$ cat src/rtl/mips_pkg.sv
// Shared MIPS encodings: opcodes, multicycle state codes, ALU/mux selects
// and the control word bundle driven by the multicycle controller.
package mips_pkg;

  typedef enum logic [3:0] {
    S_FETCH  = 4'd0,
    S_DECODE = 4'd1,
    S_MEMADR = 4'd2,
    S_MEMRD  = 4'd3,
    S_MEMWB  = 4'd4,
    S_MEMWR  = 4'd5,
    S_EXEC   = 4'd6,
    S_ALUWB  = 4'd7,
    S_BRANCH = 4'd8,
    S_JUMP   = 4'd9,
    S_IEXEC  = 4'd10,
    S_IWB    = 4'd11
  } state_t;

  localparam logic [5:0] OP_RTYPE = 6'b000000;
  localparam logic [5:0] OP_LW    = 6'b100011;
  localparam logic [5:0] OP_SW    = 6'b101011;
  localparam logic [5:0] OP_BEQ   = 6'b000100;
  localparam logic [5:0] OP_J     = 6'b000010;
  localparam logic [5:0] OP_ADDI  = 6'b001000;
  localparam logic [5:0] OP_LI    = 6'b100111;

  localparam logic [1:0] ALU_ADD   = 2'b00;
  localparam logic [1:0] ALU_SUB   = 2'b01;
  localparam logic [1:0] ALU_FUNCT = 2'b10;

  localparam logic [1:0] SRCB_RT      = 2'b00;
  localparam logic [1:0] SRCB_FOUR    = 2'b01;
  localparam logic [1:0] SRCB_IMM     = 2'b10;
  localparam logic [1:0] SRCB_IMM_SH2 = 2'b11;

  localparam logic [1:0] PCSRC_ALU    = 2'b00;
  localparam logic [1:0] PCSRC_ALUOUT = 2'b01;
  localparam logic [1:0] PCSRC_JUMP   = 2'b10;

  typedef struct packed {
    logic       mem_read;
    logic       mem_write;
    logic       ir_write;
    logic       iord;
    logic       pc_write;
    logic       branch;
    logic       reg_write;
    logic       reg_dst;
    logic       mem_to_reg;
    logic       alu_src_a;
    logic [1:0] alu_src_b;
    logic [1:0] alu_op;
    logic [1:0] pc_src;
  } ctrl_t;

endpackage

$ cat src/rtl/multicycle_control_if.sv
// Controller-to-datapath bundle: opcode/mem_ready in, control strobes out.
interface multicycle_control_if;

  logic [5:0] opcode;
  logic       mem_ready;
  logic       mem_read;
  logic       mem_write;
  logic       ir_write;
  logic       iord;
  logic       pc_write;
  logic       branch;
  logic       reg_write;
  logic       reg_dst;
  logic       mem_to_reg;
  logic       alu_src_a;
  logic [1:0] alu_src_b;
  logic [1:0] alu_op;
  logic [1:0] pc_src;
  logic [3:0] state;
  logic       illegal;

  modport master (
    input  opcode, mem_ready,
    output mem_read, mem_write, ir_write, iord, pc_write, branch,
           reg_write, reg_dst, mem_to_reg, alu_src_a,
           alu_src_b, alu_op, pc_src, state, illegal
  );

  modport slave (
    output opcode, mem_ready,
    input  mem_read, mem_write, ir_write, iord, pc_write, branch,
           reg_write, reg_dst, mem_to_reg, alu_src_a,
           alu_src_b, alu_op, pc_src, state, illegal
  );

endinterface

$ cat src/rtl/mc_output_decode.sv
// Moore output decode for the multicycle controller; only the FETCH
// IR/PC load strobes look at mem_ready.
module mc_output_decode
  import mips_pkg::*;
(
  input  state_t   state,
  input  logic     mem_ready,
  output ctrl_t    ctrl
);

  always_comb begin
    ctrl = '0;
    case (state)
      S_FETCH: begin
        ctrl.mem_read  = 1'b1;
        ctrl.ir_write  = mem_ready;
        ctrl.pc_write  = mem_ready;
        ctrl.alu_src_b = SRCB_FOUR;
        ctrl.alu_op    = ALU_ADD;
        ctrl.pc_src    = PCSRC_ALU;
      end
      S_DECODE: begin
        ctrl.alu_src_b = SRCB_IMM_SH2;
        ctrl.alu_op    = ALU_ADD;
      end
      S_MEMADR, S_IEXEC: begin
        ctrl.alu_src_a = 1'b1;
        ctrl.alu_src_b = SRCB_IMM;
        ctrl.alu_op    = ALU_ADD;
      end
      S_MEMRD: begin
        ctrl.mem_read = 1'b1;
        ctrl.iord     = 1'b1;
      end
      S_MEMWB: begin
        ctrl.reg_write  = 1'b1;
        ctrl.mem_to_reg = 1'b1;
      end
      S_MEMWR: begin
        ctrl.mem_write = 1'b1;
        ctrl.iord      = 1'b1;
      end
      S_EXEC: begin
        ctrl.alu_src_a = 1'b1;
        ctrl.alu_src_b = SRCB_RT;
        ctrl.alu_op    = ALU_FUNCT;
      end
      S_ALUWB: begin
        ctrl.reg_write = 1'b1;
        ctrl.reg_dst   = 1'b1;
      end
      S_BRANCH: begin
        ctrl.alu_src_a = 1'b1;
        ctrl.alu_src_b = SRCB_RT;
        ctrl.alu_op    = ALU_SUB;
        ctrl.pc_src    = PCSRC_ALUOUT;
        ctrl.branch    = 1'b1;
      end
      S_JUMP: begin
        ctrl.pc_write = 1'b1;
        ctrl.pc_src   = PCSRC_JUMP;
      end
      S_IWB: begin
        ctrl.reg_write = 1'b1;
      end
      default: ;
    endcase
  end

endmodule

$ cat src/rtl/multicycle_control.sv
// Multicycle MIPS control FSM: state register and next-state logic here,
// per-state output decode in mc_output_decode.
module multicycle_control
  import mips_pkg::*;
(
  input  logic                   clk,
  input  logic                   reset_n,
  multicycle_control_if.master   bus
);

  state_t state_q;
  state_t state_d;
  logic   illegal_d;
  ctrl_t  ctrl;

  always_ff @(posedge clk or negedge reset_n) begin
    if (!reset_n) state_q <= S_FETCH;
    else          state_q <= state_d;
  end

  // Opcode is only looked at in DECODE and MEMADR; mem_ready only in the
  // three memory-wait states.
  always_comb begin
    state_d   = S_FETCH;
    illegal_d = 1'b0;
    case (state_q)
      S_FETCH:  state_d = bus.mem_ready ? S_DECODE : S_FETCH;
      S_DECODE: begin
        case (bus.opcode)
          OP_RTYPE:       state_d = S_EXEC;
          OP_LW, OP_SW:   state_d = S_MEMADR;
          OP_BEQ:         state_d = S_BRANCH;
          OP_J:           state_d = S_JUMP;
          OP_ADDI, OP_LI: state_d = S_IEXEC;
          default: begin
            state_d   = S_FETCH;
            illegal_d = 1'b1;
          end
        endcase
      end
      S_MEMADR: state_d = (bus.opcode == OP_LW) ? S_MEMRD : S_MEMWR;
      S_MEMRD:  state_d = bus.mem_ready ? S_MEMWB : S_MEMRD;
      S_MEMWB:  state_d = S_FETCH;
      S_MEMWR:  state_d = bus.mem_ready ? S_FETCH : S_MEMWR;
      S_EXEC:   state_d = S_ALUWB;
      S_ALUWB:  state_d = S_FETCH;
      S_BRANCH: state_d = S_FETCH;
      S_JUMP:   state_d = S_FETCH;
      S_IEXEC:  state_d = S_IWB;
      S_IWB:    state_d = S_FETCH;
      default: begin
        state_d   = S_FETCH;
        illegal_d = 1'b1;
      end
    endcase
  end

  mc_output_decode u_decode (
    .state     (state_q),
    .mem_ready (bus.mem_ready),
    .ctrl      (ctrl)
  );

  assign bus.mem_read   = ctrl.mem_read;
  assign bus.mem_write  = ctrl.mem_write;
  assign bus.ir_write   = ctrl.ir_write;
  assign bus.iord       = ctrl.iord;
  assign bus.pc_write   = ctrl.pc_write;
  assign bus.branch     = ctrl.branch;
  assign bus.reg_write  = ctrl.reg_write;
  assign bus.reg_dst    = ctrl.reg_dst;
  assign bus.mem_to_reg = ctrl.mem_to_reg;
  assign bus.alu_src_a  = ctrl.alu_src_a;
  assign bus.alu_src_b  = ctrl.alu_src_b;
  assign bus.alu_op     = ctrl.alu_op;
  assign bus.pc_src     = ctrl.pc_src;
  assign bus.state      = state_q;
  assign bus.illegal    = illegal_d;

endmodule
$ cat src/flat_wrapper.sv
// flat-port wrapper written by rule: the top's interface ports become plain ports
module multicycle_control_flat import mips_pkg::*;
  (clk, reset_n, bus_opcode, bus_mem_ready, bus_mem_read, bus_mem_write, bus_ir_write, bus_iord, bus_pc_write, bus_branch, bus_reg_write, bus_reg_dst, bus_mem_to_reg, bus_alu_src_a, bus_alu_src_b, bus_alu_op, bus_pc_src, bus_state, bus_illegal);
  multicycle_control_if bus_i ();
  input  logic clk;
  input  logic reset_n;
  input wire logic [$bits(bus_i.opcode)-1:0] bus_opcode;
  input wire logic [$bits(bus_i.mem_ready)-1:0] bus_mem_ready;
  output wire logic [$bits(bus_i.mem_read)-1:0] bus_mem_read;
  output wire logic [$bits(bus_i.mem_write)-1:0] bus_mem_write;
  output wire logic [$bits(bus_i.ir_write)-1:0] bus_ir_write;
  output wire logic [$bits(bus_i.iord)-1:0] bus_iord;
  output wire logic [$bits(bus_i.pc_write)-1:0] bus_pc_write;
  output wire logic [$bits(bus_i.branch)-1:0] bus_branch;
  output wire logic [$bits(bus_i.reg_write)-1:0] bus_reg_write;
  output wire logic [$bits(bus_i.reg_dst)-1:0] bus_reg_dst;
  output wire logic [$bits(bus_i.mem_to_reg)-1:0] bus_mem_to_reg;
  output wire logic [$bits(bus_i.alu_src_a)-1:0] bus_alu_src_a;
  output wire logic [$bits(bus_i.alu_src_b)-1:0] bus_alu_src_b;
  output wire logic [$bits(bus_i.alu_op)-1:0] bus_alu_op;
  output wire logic [$bits(bus_i.pc_src)-1:0] bus_pc_src;
  output wire logic [$bits(bus_i.state)-1:0] bus_state;
  output wire logic [$bits(bus_i.illegal)-1:0] bus_illegal;
  assign bus_i.opcode = bus_opcode;
  assign bus_i.mem_ready = bus_mem_ready;
  assign bus_mem_read = bus_i.mem_read;
  assign bus_mem_write = bus_i.mem_write;
  assign bus_ir_write = bus_i.ir_write;
  assign bus_iord = bus_i.iord;
  assign bus_pc_write = bus_i.pc_write;
  assign bus_branch = bus_i.branch;
  assign bus_reg_write = bus_i.reg_write;
  assign bus_reg_dst = bus_i.reg_dst;
  assign bus_mem_to_reg = bus_i.mem_to_reg;
  assign bus_alu_src_a = bus_i.alu_src_a;
  assign bus_alu_src_b = bus_i.alu_src_b;
  assign bus_alu_op = bus_i.alu_op;
  assign bus_pc_src = bus_i.pc_src;
  assign bus_state = bus_i.state;
  assign bus_illegal = bus_i.illegal;
  multicycle_control u_core (.clk(clk), .reset_n(reset_n), .bus(bus_i));
endmodule
$ cat config.mk
export PLATFORM = sky130hd
export DESIGN_NAME = multicycle_control_flat
export DESIGN_NICKNAME = d
export VERILOG_FILES = /design/src/rtl/mips_pkg.sv /design/src/rtl/multicycle_control_if.sv /design/src/rtl/mc_output_decode.sv /design/src/rtl/multicycle_control.sv /design/src/flat_wrapper.sv
export SDC_FILE = /design/constraint.sdc
export NUM_CORES = 1
export LEC_CHECK = 0
export BUFFER_PORTS_ARGS = -buffer_cell sky130_fd_sc_hd__clkbuf_2
export CAP_MARGIN = 20
export CORE_AREA = 2 2 39 41
export CTS_CLUSTER_DIAMETER = 150
export DETAILED_ROUTE_END_ITERATION = 10
export DIE_AREA = 0 0 41 43
export HOLD_SLACK_MARGIN = 0.05
export PLACE_DENSITY = 0.86
export SLEW_MARGIN = 30
export SYNTH_ARGS = -nofsm -noshare
export SYNTH_HDL_FRONTEND = slang
export SYNTH_HIERARCHICAL = 1
export SYNTH_SLANG_ARGS = --single-unit
$ cat constraint.sdc
create_clock -name clk -period 4.1 [get_ports clk]
set_input_delay 0.205 -clock clk [delete_from_list [all_inputs] [get_ports clk]]
set_output_delay 0.205 -clock clk [all_outputs]
set_load 0.005 [all_outputs]
; ---- Word level (Yosys, flattened, before mapping)
; Index checks and enable logic that the tools add are counted.
[classes]
addsub = 0
n_mul = 0
div = 0
n_lt_le_gt_ge = 0
n_eq_ne = 17
shift = 0
n_mux = 20
n_bitwise = 0
n_reduce_logical = 11
[op_table]
columns = operator, count
row1 = $pmux 4 s5, 2
row2 = $pmux 4 s7, 1
row3 = $eq 6x6->1 const B, 3
row4 = $eq 4x3->1 const B, 4
row5 = $eq 4x4->1 const B, 4
row6 = $mux 1, 11
row7 = $reduce_or 11->1, 1
row8 = $reduce_or 2->1, 5
row9 = $mux 3, 3
row10 = $eq 4x2->1 const B, 2
row11 = $reduce_or 7->1, 1
row12 = $eq 6x2->1 const B, 1
row13 = $eq 6x3->1 const B, 1
row14 = $eq 6x4->1 const B, 1
row15 = $logic_not 6->1, 1
row16 = $eq 4x1->1 const B, 1
row17 = $logic_not 4->1, 1
row18 = $pmux 1 s2, 2
row19 = $pmux 2 s2, 1
row20 = $reduce_or 4->1, 1
row21 = $reduce_or 3->1, 1
[totals]
regBits = 4
latch_bits = 0
ramBits = 0
mem_bits_ro = 0
input_bits = 9
output_inout_bits = 21
word_cells = 49
memories = 0

; ---- Longest topological paths before layout
; Gate-level depths: netlist of run 1.
[depth]
ltp_word = 4
mapped_depth = 5
depth_no_buf = 4

; ---- By module
; Netlist of run 1, hierarchy kept.
[by_module_without_submodules]
columns = mod, n_inst, cells_each, area_each_um2, seq_area_each_um2
row1 = multicycle_control, 1, 45, 374.1, 100.1
row2 = mc_output_decode, 1, 32, 203.9, 0.0

; ---- Worst setup path before layout of run 1
; OpenSTA, ideal clock, no wires.
[synth_path]
path_type = input port to output port
startpoint = input bus_opcode[1]
endpoint = output bus_illegal
t_arrival_ps = 1343
t_required_ps = 3895
setup_slack_ps = 2552
stages = 3
n_path_buf = 0
cell_sequence = or4_4 a221o_1 a32o_1
[synth_via]
elab_chain_cells = 4
elab_cells_between_ends = 10
[synth_rtl]
columns = item, line
row1 = "start, declared", flat_wrapper.sv:7  ; input wire logic [$bits(bus_i.opcode)-1:0] bus_opcode;
row2 = "$eq 6x6->1, or another cell as far along", multicycle_control.sv:29  ; case (bus.opcode)
row3 = $reduce_or 7->1 (no source line) *, -
row4 = $mux 1 *, multicycle_control.sv:29
row5 = $pmux 1 s2 *, multicycle_control.sv:26  ; case (state_q)
row6 = "end, declared", flat_wrapper.sv:23  ; output wire logic [$bits(bus_i.illegal)-1:0] bus_illegal;
; Every way passes the cells marked *; elsewhere a longest branch is shown, timed or not.

; ---- Worst setup path in the final report of run 1
[layout_path]
startpoint = register u_core.state_q[0], in the netlist u_core/bus.state[0]
endpoint = output bus_illegal
[layout_via]
elab_chain_cells = 3
elab_cells_between_ends = 14
[layout_rtl]
columns = item, line
row1 = "start, declared", multicycle_control.sv:11  ; state_t state_q;
row2 = "start signal, assigned", multicycle_control.sv:18  ; else state_q <= state_d;
row3 = "$eq 4x3->1, or another cell as far along", multicycle_control.sv:26
row4 = $reduce_or 11->1 (no source line), -
row5 = $pmux 1 s2 *, multicycle_control.sv:26
; Marks and branches as above.

==> metrics, run 1 <==
outcome=finished clean; Mapped Cells=77; netlist area before placement=578.1 um2; Final Cycle Share=46.91%; Fin Clk Skew=0.004747 ns; maxcap violations=0; core footprint=1384 um2; IO Pins=30; die area=1763 um2; Final Hold Vio Count=0; Setup Crit Path Kind=reg2out; post-DR vias/cell=5.790; Critical Path Fanout Max=24; Reg clk slew, reported paths=0.04 ns; largest net degree at the start of global routing=25; peak supply drop=0.0001514 V; die width=41 um; Area Overhead vs Synth=26.62%; Ys Warns=6; row count=14; H-tree levels=1; area leader, netlist=dfrtp_1; Final Slew Violations=0; # diodes=0; vias in the first global route=463; layout net count=114; PwrDens=244.4 nW/um2; TritonCTS buffer count=3; crit end category=output pin; placed inst area=699.4 um2; Hold Buf Count CTS=1; Avg Cell Area, Syn=7.507 um2; die height=43 um; unrepaired setup endpoints after global routing=false; post-DP HPWL=936.7 um; port bufs=29; Post-Syn Nets=86; DR iter-0 viols=18; max reg flops=4; worst hold path class=in2async; Post-CTS Setup Bufs=0; Initial Util=41.77%; post-layout min period=1.924 ns; gp weighted congestion=0.8775; CTS tree=built; Startpoint Class=register; root buffer cell=clkbuf_4; arrival time at the worst endpoint=1.72 ns; post-synth top area share=17.32%; CTS Sinks=4; first-pass GRT wire length=1959 um; post-synthesis cell type count=38; final-report setup violation count=0; Worst-Margin Slew=0.6194 ns; GRT overflow=0; top cells by area, synth=dfrtp_1 17%, nand2b_1 5.4%, nor3_1 5.2%; Rel. slew slack=58.71%; Total GRT Usage=16.50%; Clock Path Buffers=2; worst skew pair latency=0.24 ns; DRC errors left=0; drt wl/cell=11.74 um; FF+latch area=100.1 um2; Vias=689; initial antenna violation count=0; fin area=732.0 um2; fraction of the yosys area taken by sequential cells=17.32%; leading cell type in the layout, fill and taps excluded=clkbuf_2; Multi-input gate area=434.2 um2; drt total wl=1397 um; leakage power=0.3192 nW; Layout fillers=131; fmax=519.9 MHz; antenna-violating nets left=0; Synth Register Bits=4; hold slack=0.3078 ns; Setup TNS Final=0 ns; WP data required=3.89 ns; share of layout cells above drive strength 1=33.01%; Post-CTS Resized=0; most frequent cells in the layout=29 x clkbuf_2, 6 x nor2_1, 6 x nor3_1; drt pass-1 iters=4
[where the power goes]
part           leakage [nW]  internal [mW]  switching, mW  total, mW
logic                 0.251         0.0374         0.0314     0.0688
registers            0.0540         0.0425         0.0174     0.0600
clock network        0.0138         0.0328         0.0173     0.0501
[per-layer routing]
layer | wire length (um) | track usage [%] | vias to the layer above
li1 | - | - | 349
met1 | 667 | 21.04 | 300
met2 | 591 | 22.50 | 40
met3 | 137 | 6.283 | 0
met4 | 0 | 10.00 | 0
met5 | 0 | 0 | -
[worst paths after layout]
path                            slack, ns                       endpoint  cells past startpoint                          start
worst min-delay path                 0.31  u_core/bus.state[3]$_DFF_PN0_                      2                        reset_n
worst min register to register       0.87  u_core/bus.state[2]$_DFF_PN0_                      1  u_core/bus.state[3]$_DFF_PN0_
min in group clk                     0.36  u_core/bus.state[1]$_DFF_PN0_                      3                  bus_opcode[4]
max in group asynchronous            3.67  u_core/bus.state[0]$_DFF_PN0_                      2                        reset_n
worst max-delay path                 2.18                    bus_illegal                      3  u_core/bus.state[0]$_DFF_PN0_
worst max register to register       2.36  u_core/bus.state[2]$_DFF_PN0_                      4  u_core/bus.state[0]$_DFF_PN0_
[stage by stage]
stage / cells / util [%] / power, mW / worst slack (ns)
6_report: 119 / 52.89 / 0.1789 / 2.176
4_1_cts: 119 / 52.89 / 0.1812 / 2.163
3_3_place_gp: 115 / 50.54 / 0.1261 / 2.308
5_1_grt: 119 / 52.89 / 0.1978 / 2.027
2_1_floorplan: 77 / - / 0.1001 / 2.552
3_5_place_dp: 115 / 50.54 / 0.1278 / 2.287
[critical path, stage by stage, from the launching register on]
cell and delay (ns):
dfrtp_1 0.73, nor4b_1 0.42, a32o_1 0.23, clkbuf_2 0.11
[kinds of logic after synthesis]
| group | after synthesis | share of synthesized area (%) |
|---|---|---|
| compound gates | 18 | 23.16 |
| simple gates | 45 | 47.40 |
| xor+xnor | 3 | 4.546 |
| flops | 4 | 17.32 |
| buf+inv | 7 | 7.575 |
[cells in the mapped netlist]
library cell / number
nor4_1: 3
a21oi_1: 3
and4b_1: 1
nor3b_1: 2
o21ai_0: 3
buf_2: 2
nor4b_1: 3
nor3_1: 6
o22ai_1: 1
nand4_1: 1
o31a_1: 1
xnor2_1: 2
o32a_1: 1
or3b_1: 2
or2b_1: 1
buf_6: 1
xor2_1: 1
or4_1: 1
nor2_1: 6
or4_4: 1
nand3b_1: 2
a32o_1: 1
nor2b_1: 2
a211oi_1: 1
a211o_2: 1
a22oi_1: 1
dfrtp_1: 4
nand2_1: 4
a21o_1: 1
a22o_1: 1
clkbuf_1: 2
a211o_1: 1
nand2b_1: 5
buf_4: 2
a221o_1: 1
o221ai_1: 1
and2_1: 2
nand3_1: 3
[layout make-up]
class / instances / area share [%]
multi-input combinational: 66 / 59.32
timing repair buffer: 30 / 21.20
sequential: 4 / 13.68
clock buffer: 3 / 3.077
tap: 16 / 2.735
No activity file was read; power rests on OpenSTA's default activity.
==> run 2, diff against run 1 <==
Settings changed: CORE_AREA 2 2 39 41 to unset, CORE_MARGIN set to 2, CORE_UTILIZATION set to 43, DIE_AREA 0 0 41 43 to unset.
Clock period 4.1 ns to 1.9 ns, I/O delays scaled along.
==> run 2 against run 1 <==
  * Sequential power increased by 59%
  * Combinational power grew to 2.9 times the previous value
  * First-iteration DRC count grew 22%
  * Worst setup slack got worse by 1.9 ns
  * Utilization rose by 6.3 points
  * Count of clock-buffer cells in the layout is the same
==> metrics, run 2 (synthesis gave the netlist of run 1 again) <==
post-DR vias/cell=5.770 (-0.34%); Fin Clk Skew=0.007933 ns (+0.003186 ns); die area=1654 um2 (-6.2%); row count=13 (-1); Total GRT Usage=19.86% (+3.4 points); largest net degree at the start of global routing=24 (-4.0%); Hold Buf Count CTS=1 (unchanged); cell chain of the critical path=buf_4 > or3b_1 > a211oi_1 > clkbuf_2; share of layout cells above drive strength 1=35.51% (+2.5 points); Vias=704 (+2.2%); Sequential Power Share=23.6% (-9.9 points); peak supply drop=0.0003599 V (+140%); Rel. slew slack=66.53% (+7.8 points); outcome=finished clean; Clock Path Buffers=2 (unchanged); # diodes=0 (unchanged); vias in the first global route=483 (+4.3%); gp weighted congestion=0.7818 (-11%); DR iter-0 viols=22 (+4); layout net count=118 (+3.5%); die height=40.67 um (-5.4%); drt pass-1 iters=4 (unchanged); Startpoint Class=register; crit end category=output pin; post-layout min period=1.613 ns; Final Slew Violations=0 (unchanged); port bufs=29 (unchanged); NetSw=151.7 uW (+130%); CTS tree=built; WP data required=1.80 ns (-2.09 ns); Final Hold Vio Count=0 (unchanged); Final Cycle Share=84.87%; GRT overflow=0 (unchanged); Reg clk slew, reported paths=0.04 ns (about the same); Worst-Margin Slew=0.4950 ns (-0.1243 ns); unrepaired setup endpoints after global routing=false; leakage power=0.3404 nW (+6.7%); fin util=59.20% (+6.3 points); clock group share of total power=27.7% (-0.3 points); crit path max-delay cell type=or3b_1; worst hold path class=in2async; Top delay family on crit path=simple AND/OR/NAND/NOR gates; worst skew pair latency=0.25 ns (about the same); max reg flops=4 (unchanged); PwrDens=532.2 nW/um2 (+120%); arrival time at the worst endpoint=1.52 ns (-0.20 ns); maxcap violations=0 (unchanged); most frequent cells in the layout=29 x clkbuf_2, 6 x nor2_1, 6 x nor3_1; DRC errors left=0 (unchanged); Critical Path Fanout Max=19 (-21%); first-pass GRT wire length=2049 um (+4.6%); die width=40.67 um (-0.82%); Critical path buffers and inverters=2 (+1); CTS Sinks=4 (unchanged); core footprint=1285 um2 (-7.1%); IO Pins=30 (unchanged); Post-CTS Setup Bufs=0 (unchanged); hold slack=0.2016 ns (-0.1062 ns); Setup TNS Final=0 ns (unchanged); post-DP HPWL=1081 um (+15%); switching part of the total power=37.46% (+0.48 points); Layout fillers=117 (-11%); fmax=620.1 MHz; Initial Util=44.99% (+3.2 points); Setup Crit Path Kind=reg2out; root buffer cell=clkbuf_4; Post-CTS Resized=0 (unchanged); largest stage delay on the critical path=0.38 ns (-0.35 ns); drt total wl=1559 um (+12%); Comb pwr share=48.7% (+10 points); TritonCTS buffer count=3 (unchanged); H-tree levels=1 (unchanged); final-report setup violation count=0 (unchanged); leading cell type in the layout, fill and taps excluded=clkbuf_2; antenna-violating nets left=0 (unchanged); Area Overhead vs Synth=31.60%; Cell Int Power=253.2 uW (+120%); initial antenna violation count=0 (unchanged); drt wl/cell=12.78 um (+8.9%)
[run 2: cell count changes in the layout (fill, tap and decap cells not counted), sizes merged]
cell and change:
buf +4
[run 2: power by group through the flow]
| stage | registers, mW | logic, mW | clock network [mW] |
|---|---|---|---|
| 2_1_floorplan | 0.108 | 0.108 | 0 |
| 3_3_place_gp | 0.0964 | 0.188 | 0 |
| 3_5_place_dp | 0.0966 | 0.195 | 0 |
| 4_1_cts | 0.0955 | 0.197 | 0.116 |
| 5_1_grt | 0.0963 | 0.219 | 0.118 |
| 6_report | 0.0954 | 0.197 | 0.112 |
[run 2: worst paths after layout]
kind	startpoint	end	slack [ns]	cells after the start
worst max register to register	u_core/bus.state[1]$_DFF_PN0_	u_core/bus.state[2]$_DFF_PN0_	0.43	4
worst min-delay path	reset_n	u_core/bus.state[2]$_DFF_PN0_	0.20	2
worst max-delay path	u_core/bus.state[3]$_DFF_PN0_	bus_pc_write	0.29	4
worst min register to register	u_core/bus.state[3]$_DFF_PN0_	u_core/bus.state[0]$_DFF_PN0_	0.66	3
min in group clk	bus_opcode[4]	u_core/bus.state[1]$_DFF_PN0_	0.21	3
max in group asynchronous	reset_n	u_core/bus.state[0]$_DFF_PN0_	1.57	2
[run 2: layout make-up]
cell class,count,area (um2),share of cell area (%)
multi-input cells,66,434.2,57.07
clock buffers,3,22.52,2.961
well taps,15,18.77,2.467
repair buffers,34,185.2,24.34
flip-flops and latches,4,100.1,13.16
[run 2: routing by layer]
layer  vias up  wire length (um)  track usage (%)
met4         0                46            17.50
li1        356                 -                -
met3         5               119            1.630
met5         -                 0                0
met2        41               717            36.90
met1       302               676            19.27
[run 2: stage by stage]
step / cell area, um2 / cells / setup slack [ns] / power [mW]
floorplan: 578.1 / 77 / 0.4492 / 0.2160
global placement: 728.2 / 118 / 0.3245 / 0.2841
detailed placement: 728.2 / 118 / 0.2950 / 0.2912
CTS: 760.7 / 122 / 0.2750 / 0.4085
global route: 760.7 / 122 / 0.2330 / 0.4329
finish: 760.7 / 122 / 0.2874 / 0.4049
==> run 3, diff against run 2 <==
Settings changed: CORE_UTILIZATION 43 to 39, PLACE_DENSITY 0.86 to 0.82.
Clock period 1.9 ns to 1.4 ns, I/O delays scaled along.
==> run 3 against run 2 <==
  * The run now ends with negative setup slack left
  * First-iteration DRC count is 110% higher
  * Wire length grew 63%
  * Worst hold slack worse by 0.019 ns
  * Count of clock-buffer cells in the layout stayed put
  * Clock skew increased by 0.0088 ns
  * Cell area rose by 44%
  * Sequential share of layout area fell by 3.6 points
  * Power up 75%
  * Utilization grew 22 points
==> metrics, run 3 (synthesis gave the netlist of run 1 again) <==
outcome=complete, but fails checks; failing checks=negative setup slack; port bufs=29 (unchanged); Hold Path Depth=3; Worst-Margin Slew=0.4085 ns (-0.08654 ns); WP data required=1.33 ns (-0.47 ns); worst skew pair latency=0.25 ns (about the same); H-tree levels=1 (unchanged); IO Pins=30 (unchanged); drt pass-1 iters=4 (unchanged); post-layout min period=1.568 ns; vias in the first global route=761 (+58%); Pwr Total=709.5 uW (+75%); peak supply drop=0.0004618 V (+28%); Final Slew Violations=0 (unchanged); max reg flops=4 (unchanged); Total GRT Usage=24.69% (+4.8 points); R2R cell count=4 (unchanged); die height=42.50 um (+4.5%); fmax=637.7 MHz; Initial Util=42.82% (-2.2 points); Final Hold Vio Count=0 (unchanged); Area Overhead vs Synth=89.39%; drt total wl=2546 um (+63%); core footprint=1350 um2 (+5.1%); largest net degree at the start of global routing=12 (-50%); most frequent cells in the layout=22 x clkbuf_2, 19 x buf_4, 6 x buf_2; leakage power=0.4812 nW (+41%); DRC errors left=0 (unchanged); worst hold path class=in2reg; pre-CTS worst setup slack=-0.1345 ns (-0.4295 ns); Critical Path Fanout Max=8 (-11); DR iter-0 viols=47 (+110%); R2R Setup Slk=-0.03 ns (-0.46 ns); row count=13 (unchanged); initial antenna violation count=0 (unchanged); Fin Clk Skew=0.01674 ns (+0.008809 ns); die area=1806 um2 (+9.2%); share of layout cells above drive strength 1=65.63% (+30 points); Rel. slew slack=72.52% (+6.0 points); PwrDens=648.1 nW/um2 (+22%); post-DP HPWL=1282 um (+19%); placed cells=129 (+9.3%); Clock Path Buffers=2 (unchanged); maxcap violations=0 (unchanged); TritonCTS buffer count=3 (unchanged); leading cell type in the layout, fill and taps excluded=clkbuf_2; final-report setup violation count=11 (+11); Vias=899 (+28%); crit end category=output pin; antenna-violating nets left=0 (unchanged); # diodes=0 (unchanged); layout net count=139 (+18%); gp weighted congestion=0.8687 (+11%); CTS Sinks=4 (unchanged); GRT overflow=0 (unchanged); root buffer cell=clkbuf_4; Reg clk slew, reported paths=0.05 ns (about the same); Setup Crit Path Kind=reg2out; first-pass GRT wire length=3298 um (+61%); unrepaired setup endpoints after global routing=true; Final Cycle Share=112.0%; CTS tree=built; arrival time at the worst endpoint=1.50 ns (-0.02 ns); die width=42.50 um (+4.5%); Final Non-Filler Cells=143 (+17%); setup slack after layout=-0.1681 ns (-0.4555 ns); fin util=81.09% (+22 points); post-DR vias/cell=6.287 (+8.9%); drt wl/cell=17.80 um (+39%); hold slack=0.1822 ns (-0.01941 ns); Startpoint Class=register
==> run 3: cell types whose count changed in the layout (fill, tap and decap cells not counted), moves of 4 or more <==
cell | before | now
buf_2 | 0 | 6
buf_4 | 4 | 19
buf_6 | 0 | 4
clkbuf_2 | 29 | 22
dfrtp_1 | 4 | 0
dfrtp_2 | 0 | 4
nand2b_1 | 5 | 1
nand2b_4 | 0 | 4
nor3_1 | 6 | 1
nor3_2 | 0 | 4
==> run 3: stage by stage <==
stage	cell area (um2)	TNS, ns
after floorplan	584.3	0
after global placement	817.0	-0.09237
after detailed placement	817.0	-0.1393
after CTS	996.0	-0.3963
after global routing	1095	-1.658
final	1095	-0.8116
==> run 3: metal layers <==
metal  GRT usage (%)  up-vias  share of wire (%)
met3           6.466        8                9.2
met4           15.00        0                2.2
li1                -      401                  -
met2           46.77       67                 51
met1           23.00      423                 38
met5               0        -                  0
==> run 3: path summary, 6_finish.rpt <==
check,from,to
setup / recovery,u_core/bus.state[3]$_DFF_PN0_,bus_alu_src_b[1]
hold / removal,bus_opcode[4],u_core/bus.state[1]$_DFF_PN0_
setup reg to reg,u_core/bus.state[1]$_DFF_PN0_,u_core/bus.state[2]$_DFF_PN0_
hold reg to reg,u_core/bus.state[2]$_DFF_PN0_,u_core/bus.state[3]$_DFF_PN0_
max in group asynchronous,reset_n,u_core/bus.state[2]$_DFF_PN0_
min in group asynchronous,reset_n,u_core/bus.state[0]$_DFF_PN0_
==> run 3: final cells by class <==
type                    count  area, um2
clock buffers               3      22.52
multi-input cells          66      561.8
repair buffers             55      386.6
fillers                    83      255.2
flip-flops and latches      4      105.1
well taps                  15      18.77
==> run 3: repair_timing <==
action                     4_1_cts  5_1_grt
hold endpoints to repair         4        0
setup buffers                    9        1
gates resized for setup         17       26
hold buffers                     1        0
setup endpoints to repair       15       18
pin swaps                        6        5
==> run 3: critical path: stages, from the launching register on <==
cell and delay (ns):
dfrtp_2 0.43, buf_6 0.15, or3b_4 0.40, a21oi_2 0.15, clkbuf_2 0.13
==> run 3: power breakdown <==
group | total (mW) | internal [mW] | leakage, nW | switching (mW)
sequential | 0.148 | 0.127 | 0.0479 | 0.0210
clock | 0.152 | 0.0964 | 0.0138 | 0.0553
combinational | 0.410 | 0.205 | 0.420 | 0.204
